--- config.mk ---
export PLATFORM = sky130hd
export DESIGN_NAME = mux21_arbiter_flat
export DESIGN_NICKNAME = d
export VERILOG_FILES = /design/src/rtl/mux21_arbiter_if.sv /design/src/rtl/mux21_arbiter.sv /design/src/flat_wrapper.sv
export SDC_FILE = /design/constraint.sdc
export NUM_CORES = 1
export LEC_CHECK = 0
export ABC_AREA = 1
export BUFFER_PORTS_ARGS = -buffer_cell sky130_fd_sc_hd__buf_4
export CORE_ASPECT_RATIO = 0.8
export CORE_MARGIN = 2
export CORE_UTILIZATION = 46
export DETAILED_ROUTE_END_ITERATION = 6
export HOLD_SLACK_MARGIN = 0.06
export MAX_ROUTING_LAYER = met4
export PLACE_DENSITY = 0.83
export SLEW_MARGIN = 25
export SYNTH_ARGS = -nofsm -noshare
export SYNTH_HDL_FRONTEND = slang
export SYNTH_SLANG_ARGS = --single-unit
--- constraint.sdc ---
create_clock -name clk -period 1.7 [get_ports clk]
set_input_delay 0 -clock clk [delete_from_list [all_inputs] [get_ports clk]]
set_output_delay 0 -clock clk [all_outputs]
set_load 0.03 [all_outputs]
--- src/rtl/mux21_arbiter_if.sv ---
// Handshake bundle between two packet requesters, the arbiter and the
// downstream output stage. master = requester/sink side, slave = arbiter.
interface mux21_arbiter_if #(
    parameter int N = 8
);
    logic         req0_valid;
    logic [N-1:0] req0_data;
    logic         req0_last;
    logic         req0_ready;
    logic         req1_valid;
    logic [N-1:0] req1_data;
    logic         req1_last;
    logic         req1_ready;
    logic         sel;
    logic         out_valid;
    logic [N-1:0] out_data;
    logic         out_src;
    logic         out_last;
    logic         out_ready;

    modport master (
        output req0_valid, req0_data, req0_last,
        output req1_valid, req1_data, req1_last,
        output out_ready,
        input  req0_ready, req1_ready, sel,
        input  out_valid, out_data, out_src, out_last
    );

    modport slave (
        input  req0_valid, req0_data, req0_last,
        input  req1_valid, req1_data, req1_last,
        input  out_ready,
        output req0_ready, req1_ready, sel,
        output out_valid, out_data, out_src, out_last
    );
endinterface

--- src/rtl/mux21_arbiter.sv ---
// Two-requester round-robin packet arbiter feeding one registered output
// beat stage. A grant is held from the first beat until the last beat of
// the packet is accepted; the priority pointer flips after every packet.
module mux21_arbiter #(
    parameter int N = 8
) (
    input  logic             clk,
    input  logic             rst,
    mux21_arbiter_if.slave   bus
);
    typedef enum logic [1:0] {IDLE, GRANT0, GRANT1} state_t;

    state_t       state;
    logic         ptr;        // 0: prefer requester 0, 1: prefer requester 1
    logic         sel_q;
    logic         out_valid_q;
    logic [N-1:0] out_data_q;
    logic         out_src_q;
    logic         out_last_q;

    logic         load;
    logic         ready0;
    logic         ready1;
    logic         acc0;
    logic         acc1;

    // The output register can take a new beat when empty or draining now.
    assign load   = !out_valid_q || bus.out_ready;
    // Readies come only from the grant and the output stage, never from valid.
    assign ready0 = (state == GRANT0) && load;
    assign ready1 = (state == GRANT1) && load;
    assign acc0   = bus.req0_valid && ready0;
    assign acc1   = bus.req1_valid && ready1;

    assign bus.req0_ready = ready0;
    assign bus.req1_ready = ready1;
    assign bus.sel        = sel_q;
    assign bus.out_valid  = out_valid_q;
    assign bus.out_data   = out_data_q;
    assign bus.out_src    = out_src_q;
    assign bus.out_last   = out_last_q;

    // Grant FSM: arbitration in IDLE, hold until last beat, handover without bubble.
    always_ff @(posedge clk) begin
        if (rst) begin
            state <= IDLE;
            ptr   <= 1'b0;
            sel_q <= 1'b0;
        end else begin
            case (state)
                IDLE: begin
                    if (bus.req0_valid && (!bus.req1_valid || !ptr)) begin
                        state <= GRANT0;
                        sel_q <= 1'b0;
                    end else if (bus.req1_valid) begin
                        state <= GRANT1;
                        sel_q <= 1'b1;
                    end
                end
                GRANT0: begin
                    if (acc0 && bus.req0_last) begin
                        ptr <= 1'b1;
                        if (bus.req1_valid) begin
                            state <= GRANT1;
                            sel_q <= 1'b1;
                        end else if (!bus.req0_valid) begin
                            state <= IDLE;
                        end
                    end
                end
                GRANT1: begin
                    if (acc1 && bus.req1_last) begin
                        ptr <= 1'b0;
                        if (bus.req0_valid) begin
                            state <= GRANT0;
                            sel_q <= 1'b0;
                        end else if (!bus.req1_valid) begin
                            state <= IDLE;
                        end
                    end
                end
                default: state <= IDLE;
            endcase
        end
    end

    // Output beat register: load on accept, otherwise drop valid once drained.
    always_ff @(posedge clk) begin
        if (rst) begin
            out_valid_q <= 1'b0;
            out_data_q  <= '0;
            out_src_q   <= 1'b0;
            out_last_q  <= 1'b0;
        end else if (acc0) begin
            out_valid_q <= 1'b1;
            out_data_q  <= bus.req0_data;
            out_src_q   <= 1'b0;
            out_last_q  <= bus.req0_last;
        end else if (acc1) begin
            out_valid_q <= 1'b1;
            out_data_q  <= bus.req1_data;
            out_src_q   <= 1'b1;
            out_last_q  <= bus.req1_last;
        end else if (out_valid_q && bus.out_ready) begin
            out_valid_q <= 1'b0;
        end
    end
endmodule

--- src/flat_wrapper.sv ---
// flat-port wrapper written by rule: the top's interface ports become plain ports
module mux21_arbiter_flat 
#(
    parameter int N = 8
)
  (clk, rst, bus_req0_valid, bus_req0_data, bus_req0_last, bus_req1_valid, bus_req1_data, bus_req1_last, bus_out_ready, bus_req0_ready, bus_req1_ready, bus_sel, bus_out_valid, bus_out_data, bus_out_src, bus_out_last);
  mux21_arbiter_if #(.N(N)) bus_i ();
  input  logic clk;
  input  logic rst;
  input wire logic [$bits(bus_i.req0_valid)-1:0] bus_req0_valid;
  input wire logic [$bits(bus_i.req0_data)-1:0] bus_req0_data;
  input wire logic [$bits(bus_i.req0_last)-1:0] bus_req0_last;
  input wire logic [$bits(bus_i.req1_valid)-1:0] bus_req1_valid;
  input wire logic [$bits(bus_i.req1_data)-1:0] bus_req1_data;
  input wire logic [$bits(bus_i.req1_last)-1:0] bus_req1_last;
  input wire logic [$bits(bus_i.out_ready)-1:0] bus_out_ready;
  output wire logic [$bits(bus_i.req0_ready)-1:0] bus_req0_ready;
  output wire logic [$bits(bus_i.req1_ready)-1:0] bus_req1_ready;
  output wire logic [$bits(bus_i.sel)-1:0] bus_sel;
  output wire logic [$bits(bus_i.out_valid)-1:0] bus_out_valid;
  output wire logic [$bits(bus_i.out_data)-1:0] bus_out_data;
  output wire logic [$bits(bus_i.out_src)-1:0] bus_out_src;
  output wire logic [$bits(bus_i.out_last)-1:0] bus_out_last;
  assign bus_i.req0_valid = bus_req0_valid;
  assign bus_i.req0_data = bus_req0_data;
  assign bus_i.req0_last = bus_req0_last;
  assign bus_i.req1_valid = bus_req1_valid;
  assign bus_i.req1_data = bus_req1_data;
  assign bus_i.req1_last = bus_req1_last;
  assign bus_i.out_ready = bus_out_ready;
  assign bus_req0_ready = bus_i.req0_ready;
  assign bus_req1_ready = bus_i.req1_ready;
  assign bus_sel = bus_i.sel;
  assign bus_out_valid = bus_i.out_valid;
  assign bus_out_data = bus_i.out_data;
  assign bus_out_src = bus_i.out_src;
  assign bus_out_last = bus_i.out_last;
  mux21_arbiter #(.N(N)) u_core (.clk(clk), .rst(rst), .bus(bus_i));
endmodule
Yosys cells after proc, flatten, opt, wreduce, memory -nomap -nowiden
Cells that the tools add are included.
- logic and storage cells: 62
- output and inout port bits: 14
- bits in registers: 15
- mux-type cells: 25
- equal/unequal tests: 8
- reductions and logical operators: 22
- operators by type and width (operator ; count):
    $mux 2 ; 8
    $mux 8 ; 2
    $mux 1 ; 12
    $logic_and 1x1->1 ; 8
    $ne 2x2->1 const B ; 3
    $ne 3x3->1 const B ; 2
    $pmux 2 s3 ; 1
    $reduce_bool 3->1 ; 2
    $reduce_and 5->1 ; 1
    $reduce_and 4->1 ; 1
    $reduce_bool 2->1 ; 2
    $logic_not 1->1 ; 3
    $ne 3x2->1 const B ; 1
    $pmux 1 s3 ; 1
    $reduce_and 3->1 ; 1
    $eq 2x1->1 const B ; 1
    $eq 2x2->1 const B ; 1
    $logic_not 2->1 ; 1
    $logic_or 1x1->1 ; 2
    $pmux 1 s2 ; 1
    $reduce_or 2->1 ; 1

Depth between registers and ports, before layout
- depth after elaboration: 7
- depth in mapped cells: 11
- mapped depth without buffers: 11

Least setup slack after synthesis
Ideal clock, no wire load.
- path type: reg-to-reg
- start point: register u_core.state[0]
- end point: register u_core.out_valid_q (netlist: u_core.bus.out_valid)
- arrival time: 1202 ps
- data required time: 1585 ps
- stages on the path, launching flop included: 9
- library setup time: 115 ps
- buffers on the path: 2
- path slack: 383 ps
- path through: dfxtp_1 inv_1 ha_1 buf_4 nand3_2 nand2_4 buf_6 o21ai_0 inv_1
- longest elaborated chain between the ends: 5
- elaborated cells between the ends (all ways): 9
- those cells by class: eq/ne: 2; mux: 2; reduce/logical: 5
- ends and longest elaborated chain (item ; line ; text):
    start: declaration ; mux21_arbiter.sv:13 ; state_t state;
    start signal: assignment ; mux21_arbiter.sv:46 ; state <= IDLE;
    start signal: assignment ; mux21_arbiter.sv:53 ; state <= GRANT0;
    start signal: assignment ; mux21_arbiter.sv:56 ; state <= GRANT1;
    $eq 2x2->1 ; mux21_arbiter.sv:31 ; assign ready1 = (state == GRANT1) && load;
    $logic_and 1x1->1 ; mux21_arbiter.sv:31 ;
    $logic_and 1x1->1 ; mux21_arbiter.sv:33 ; assign acc1 = bus.req1_valid && ready1;
    $mux 1 ; mux21_arbiter.sv:99 ; end else if (acc1) begin
    $mux 1 ; mux21_arbiter.sv:94 ; end else if (acc0) begin
    end signal: assignment ; mux21_arbiter.sv:95 ; out_valid_q <= 1'b1;
    end signal: assignment ; mux21_arbiter.sv:100 ; out_valid_q <= 1'b1;
    end signal: assignment ; mux21_arbiter.sv:105 ; out_valid_q <= 1'b0;
    end: declaration ; mux21_arbiter.sv:16 ; logic out_valid_q;
Several ways; a longest one is shown, not always the timed one.
A chain may end at the register's enable or synchronous reset.

Worst setup path in the final report
- start point: register u_core.state[0]
- end point: register u_core.state[1]
- longest elaborated chain between the ends: 6
- elaborated cells between the ends (all ways): 16
- those cells by class: eq/ne: 7; mux: 1; reduce/logical: 8
- ends and longest elaborated chain (item ; line):
    $eq 2x1->1 or $eq 2x2->1 (tied branches) ; mux21_arbiter.sv:30, mux21_arbiter.sv:50, mux21_arbiter.sv:31
    $logic_and 1x1->1, on equally long branches ; mux21_arbiter.sv:30, mux21_arbiter.sv:31
    $logic_and 1x1->1, on equally long branches ; mux21_arbiter.sv:32, mux21_arbiter.sv:33
    $logic_and 1x1->1, on equally long branches ; mux21_arbiter.sv:61, mux21_arbiter.sv:72
    $ne 2x2->1 (no source line) ; -
    $reduce_and 5->1 (no source line) ; -
Several ways; a longest one is shown, not always the timed one.

==> impl_metrics.tcl <==
set metrics [dict create \
    postRouteAntennaNets 0 \
    place.gp.congestion 0.864 \
    fin_skew_ns 0.00926 \
    wl_per_cell_um 13.1 \
    cts_buffers 3 \
    io_buffer_count 36 \
    grt_antenna_before_repair 0 \
    post_cts_buffers 0 \
    syn-num-nets 143 \
    cts_root_buf "clkbuf_4" \
    routed_via_density 5.17 \
    criticalPathCategory "reg2reg" \
    fin_util_pct 79.1 \
    hold_depth 4 \
    drv_slew 0 \
    setup_slack_ns 0.153 \
    hold_path.class "in2reg" \
    die-height_um 42.7 \
    dpl.cell_count 170 \
    grt_use_total_pct 25.2 \
    reg2reg_depth 9 \
    vdd_drop_max_uv 1080 \
    slew_headroom_pct 74.6 \
    critPathArrivalTime_ns 1.73 \
    h-tree-depth 1 \
    place_ws_ns 0.176 \
    wl_um 2540 \
    leakagePower_nw 0.671 \
    synth_area_per_cell_um2 7.43 \
    r2r_slack_ns 0.15 \
    cts_tree "built" \
    fp.coreArea_mm2 0.00169 \
    fmaxAchievable_mhz 647 \
    overflow 0 \
    cp_data_required_time_ns 1.89 \
    setup_viol 0 \
    rsz0062_at_grt "false" \
    synth_top_cells_by_area "dfxtp_1 35%, nand2_1 13%, a31oi_1 5.8%, ha_1 5.8%, o21ai_0 5.2%" \
    final-hold-violation-count 0 \
    drc_errors 0 \
    post-route-min-period_ns 1.55 \
    max_cap_viol_count 0 \
    ioPinCount 37 \
    yosys.area.top_type_share_pct 34.8 \
    placed_cell_area_mm2 0.00111 \
    dp_hpwl_um 1540 \
    start_kind "flop" \
    synth_top_cell_by_area "dfxtp_1" \
    r2r-end "u_core.state[1]$_SDFFE_PP0P_" \
    dieArea_mm2 0.00224 \
    synth.distinct_cells 23 \
    crit-reg2reg-launch "u_core.state[0]$_SDFFE_PP0P_" \
    dieWidth_um 52.4 \
    p_total_mw 1.79 \
    drtIter0Drc 34 \
    fin_crit_sh_pct 91.0 \
    cts.clk_slew.worst_paths_ns 0.10 \
    grt_pass1_vias 916 \
    yosysWarnings 0 \
    status "finished, final reports clean" \
    finalNetCount 199 \
    hold_slack_ns 0.130 \
    synth_cells 116 \
    syn_area_um2 862 \
    instances_no_fill 193 \
    clock_sinks 15 \
    path_max_fanout 8 \
    finalInstanceArea_mm2 0.00134 \
    power_density_mw_per_mm2 1340 \
    clock_latency_ns 0.29 \
    drive_gt1_share_pct 29.2 \
    hp-start "bus_req1_last" \
    grt_pass1_wl_um 4080 \
    setup_total_negative_slack_ns 0 \
    cp-end-kind "flop" \
    min_to "u_core.bus.out_last$_SDFFE_PP0P_" \
    ys_ff_latch 15 \
    rows 13 \
    grt_max_degree 18 \
    worst_pin_slew_ns 0.380 \
    drt-pass1-iter-count 4 \
    routed-via-count 997 \
    n_antenna_cell 0 \
    area_growth_pct 55.2 \
    clockBufferDepth 2 \
    initial_core_util_pct 51.0 \
    yosysSeqAreaShare_pct 34.8 \
]
[repair_timing]
action                     in CTS  in global routing
gates resized for setup         0                  1
setup endpoints to repair       0                  4
hold buffers                   19                  0
hold endpoints to repair       10                  0
[worst max path at each step]
stage	to	from	slack, ns
floorplan	u_core.bus.out_valid$_SDFFE_PP0P_	u_core.state[0]$_SDFFE_PP0P_	0.38
global placement	u_core.bus.out_data[5]$_SDFFE_PP0P_	u_core.state[1]$_SDFFE_PP0P_	0.24
detailed placement	u_core.bus.out_data[2]$_SDFFE_PP0P_	u_core.state[1]$_SDFFE_PP0P_	0.18
CTS	u_core.bus.out_data[2]$_SDFFE_PP0P_	u_core.state[1]$_SDFFE_PP0P_	0.16
global route	u_core.bus.out_data[6]$_SDFFE_PP0P_	u_core.state[1]$_SDFFE_PP0P_	0.002
finish	u_core.state[1]$_SDFFE_PP0P_	u_core.state[0]$_SDFFE_PP0P_	0.15
[layout by cell type (no fill, tap or decap), drive strengths merged]
cell type and count:
nand2 34, inv 13, buf 36, a211oi 1, nor3 1, or2 1, o21a 1, o211a 1
dlygate4sd3 19, ha 4, nand3 6, dfxtp 15, a21oi 6, clkbuf 3, nand4 1, a31oi 8
nor2 10, clkinv 1, o21ai 10
[report_power, final]
group / switching, mW / internal (mW) / leakage, nW / total (mW)
clock network: 0.121 / 0.0875 / 0.0177 / 0.209
logic: 0.638 / 0.393 / 0.530 / 1.03
registers: 0.0776 / 0.472 / 0.123 / 0.549
total: 0.836 / 0.952 / 0.671 / 1.79
[layer usage]
layer,up-vias,GRT usage [%],wire [µm]
met1,462,29.8,1070
met5,-,-,0
li1,493,-,-
met2,38,43.8,1280
met3,4,6.34,169
met4,0,4.10,17
[flip-flops by register name, summed over array words and instances (netlist names)]
name,flops
u_core.ptr,1
u_core.bus.out_valid,1
u_core.bus.sel,1
u_core.bus.out_last,1
u_core.bus.out_data,8
u_core.state,2
u_core.bus.out_src,1
[worst max-delay path: stages, from the launching register on]
cell     delay, ns
dfxtp_1       0.34
inv_1         0.11
ha_1          0.33
inv_1         0.11
o21ai_0       0.20
nand2_1       0.11
nand3_2       0.10
nand2_1       0.05
nand2_1       0.05
nor2_1        0.04
[kinds of logic (layout without fill, tap and decap cells)]
kind of cell	Yosys count	in the layout	share of synthesized area, %
AND/OR/NAND/NOR	53	53	29.0
flip-flops	15	15	34.8
AO/OA/AOI/OAI	27	27	18.4
buffers and inverters	17	72	11.9
adder cells (fa/ha/maj)	4	4	5.81
[final cells by class]
cell class | count | area (µm²)
Tap cell | 22 | 27.5
Multi-Input combinational cell | 84 | 468
Clock inverter | 1 | 5.00
Sequential cell | 15 | 300
Timing Repair Buffer | 55 | 460
Fill cell | 120 | 354
Inverter | 13 | 53.8
Clock buffer | 3 | 22.5
[synth_stat cells]
cell type,count
nand2_1,31
dfxtp_1,15
inv_1,11
nor2_1,10
o21ai_0,9
a31oi_1,8
a21oi_1,6
ha_1,4
nand2_4,3
nand3_1,3
nand3_2,3
buf_6,2
a211oi_1,1
buf_4,1
bufbuf_8,1
inv_2,1
inv_6,1
nand4_1,1
nor3_1,1
o211a_1,1
o21a_1,1
o21ai_2,1
or2_2,1
(Power assumes the default switching activity.)
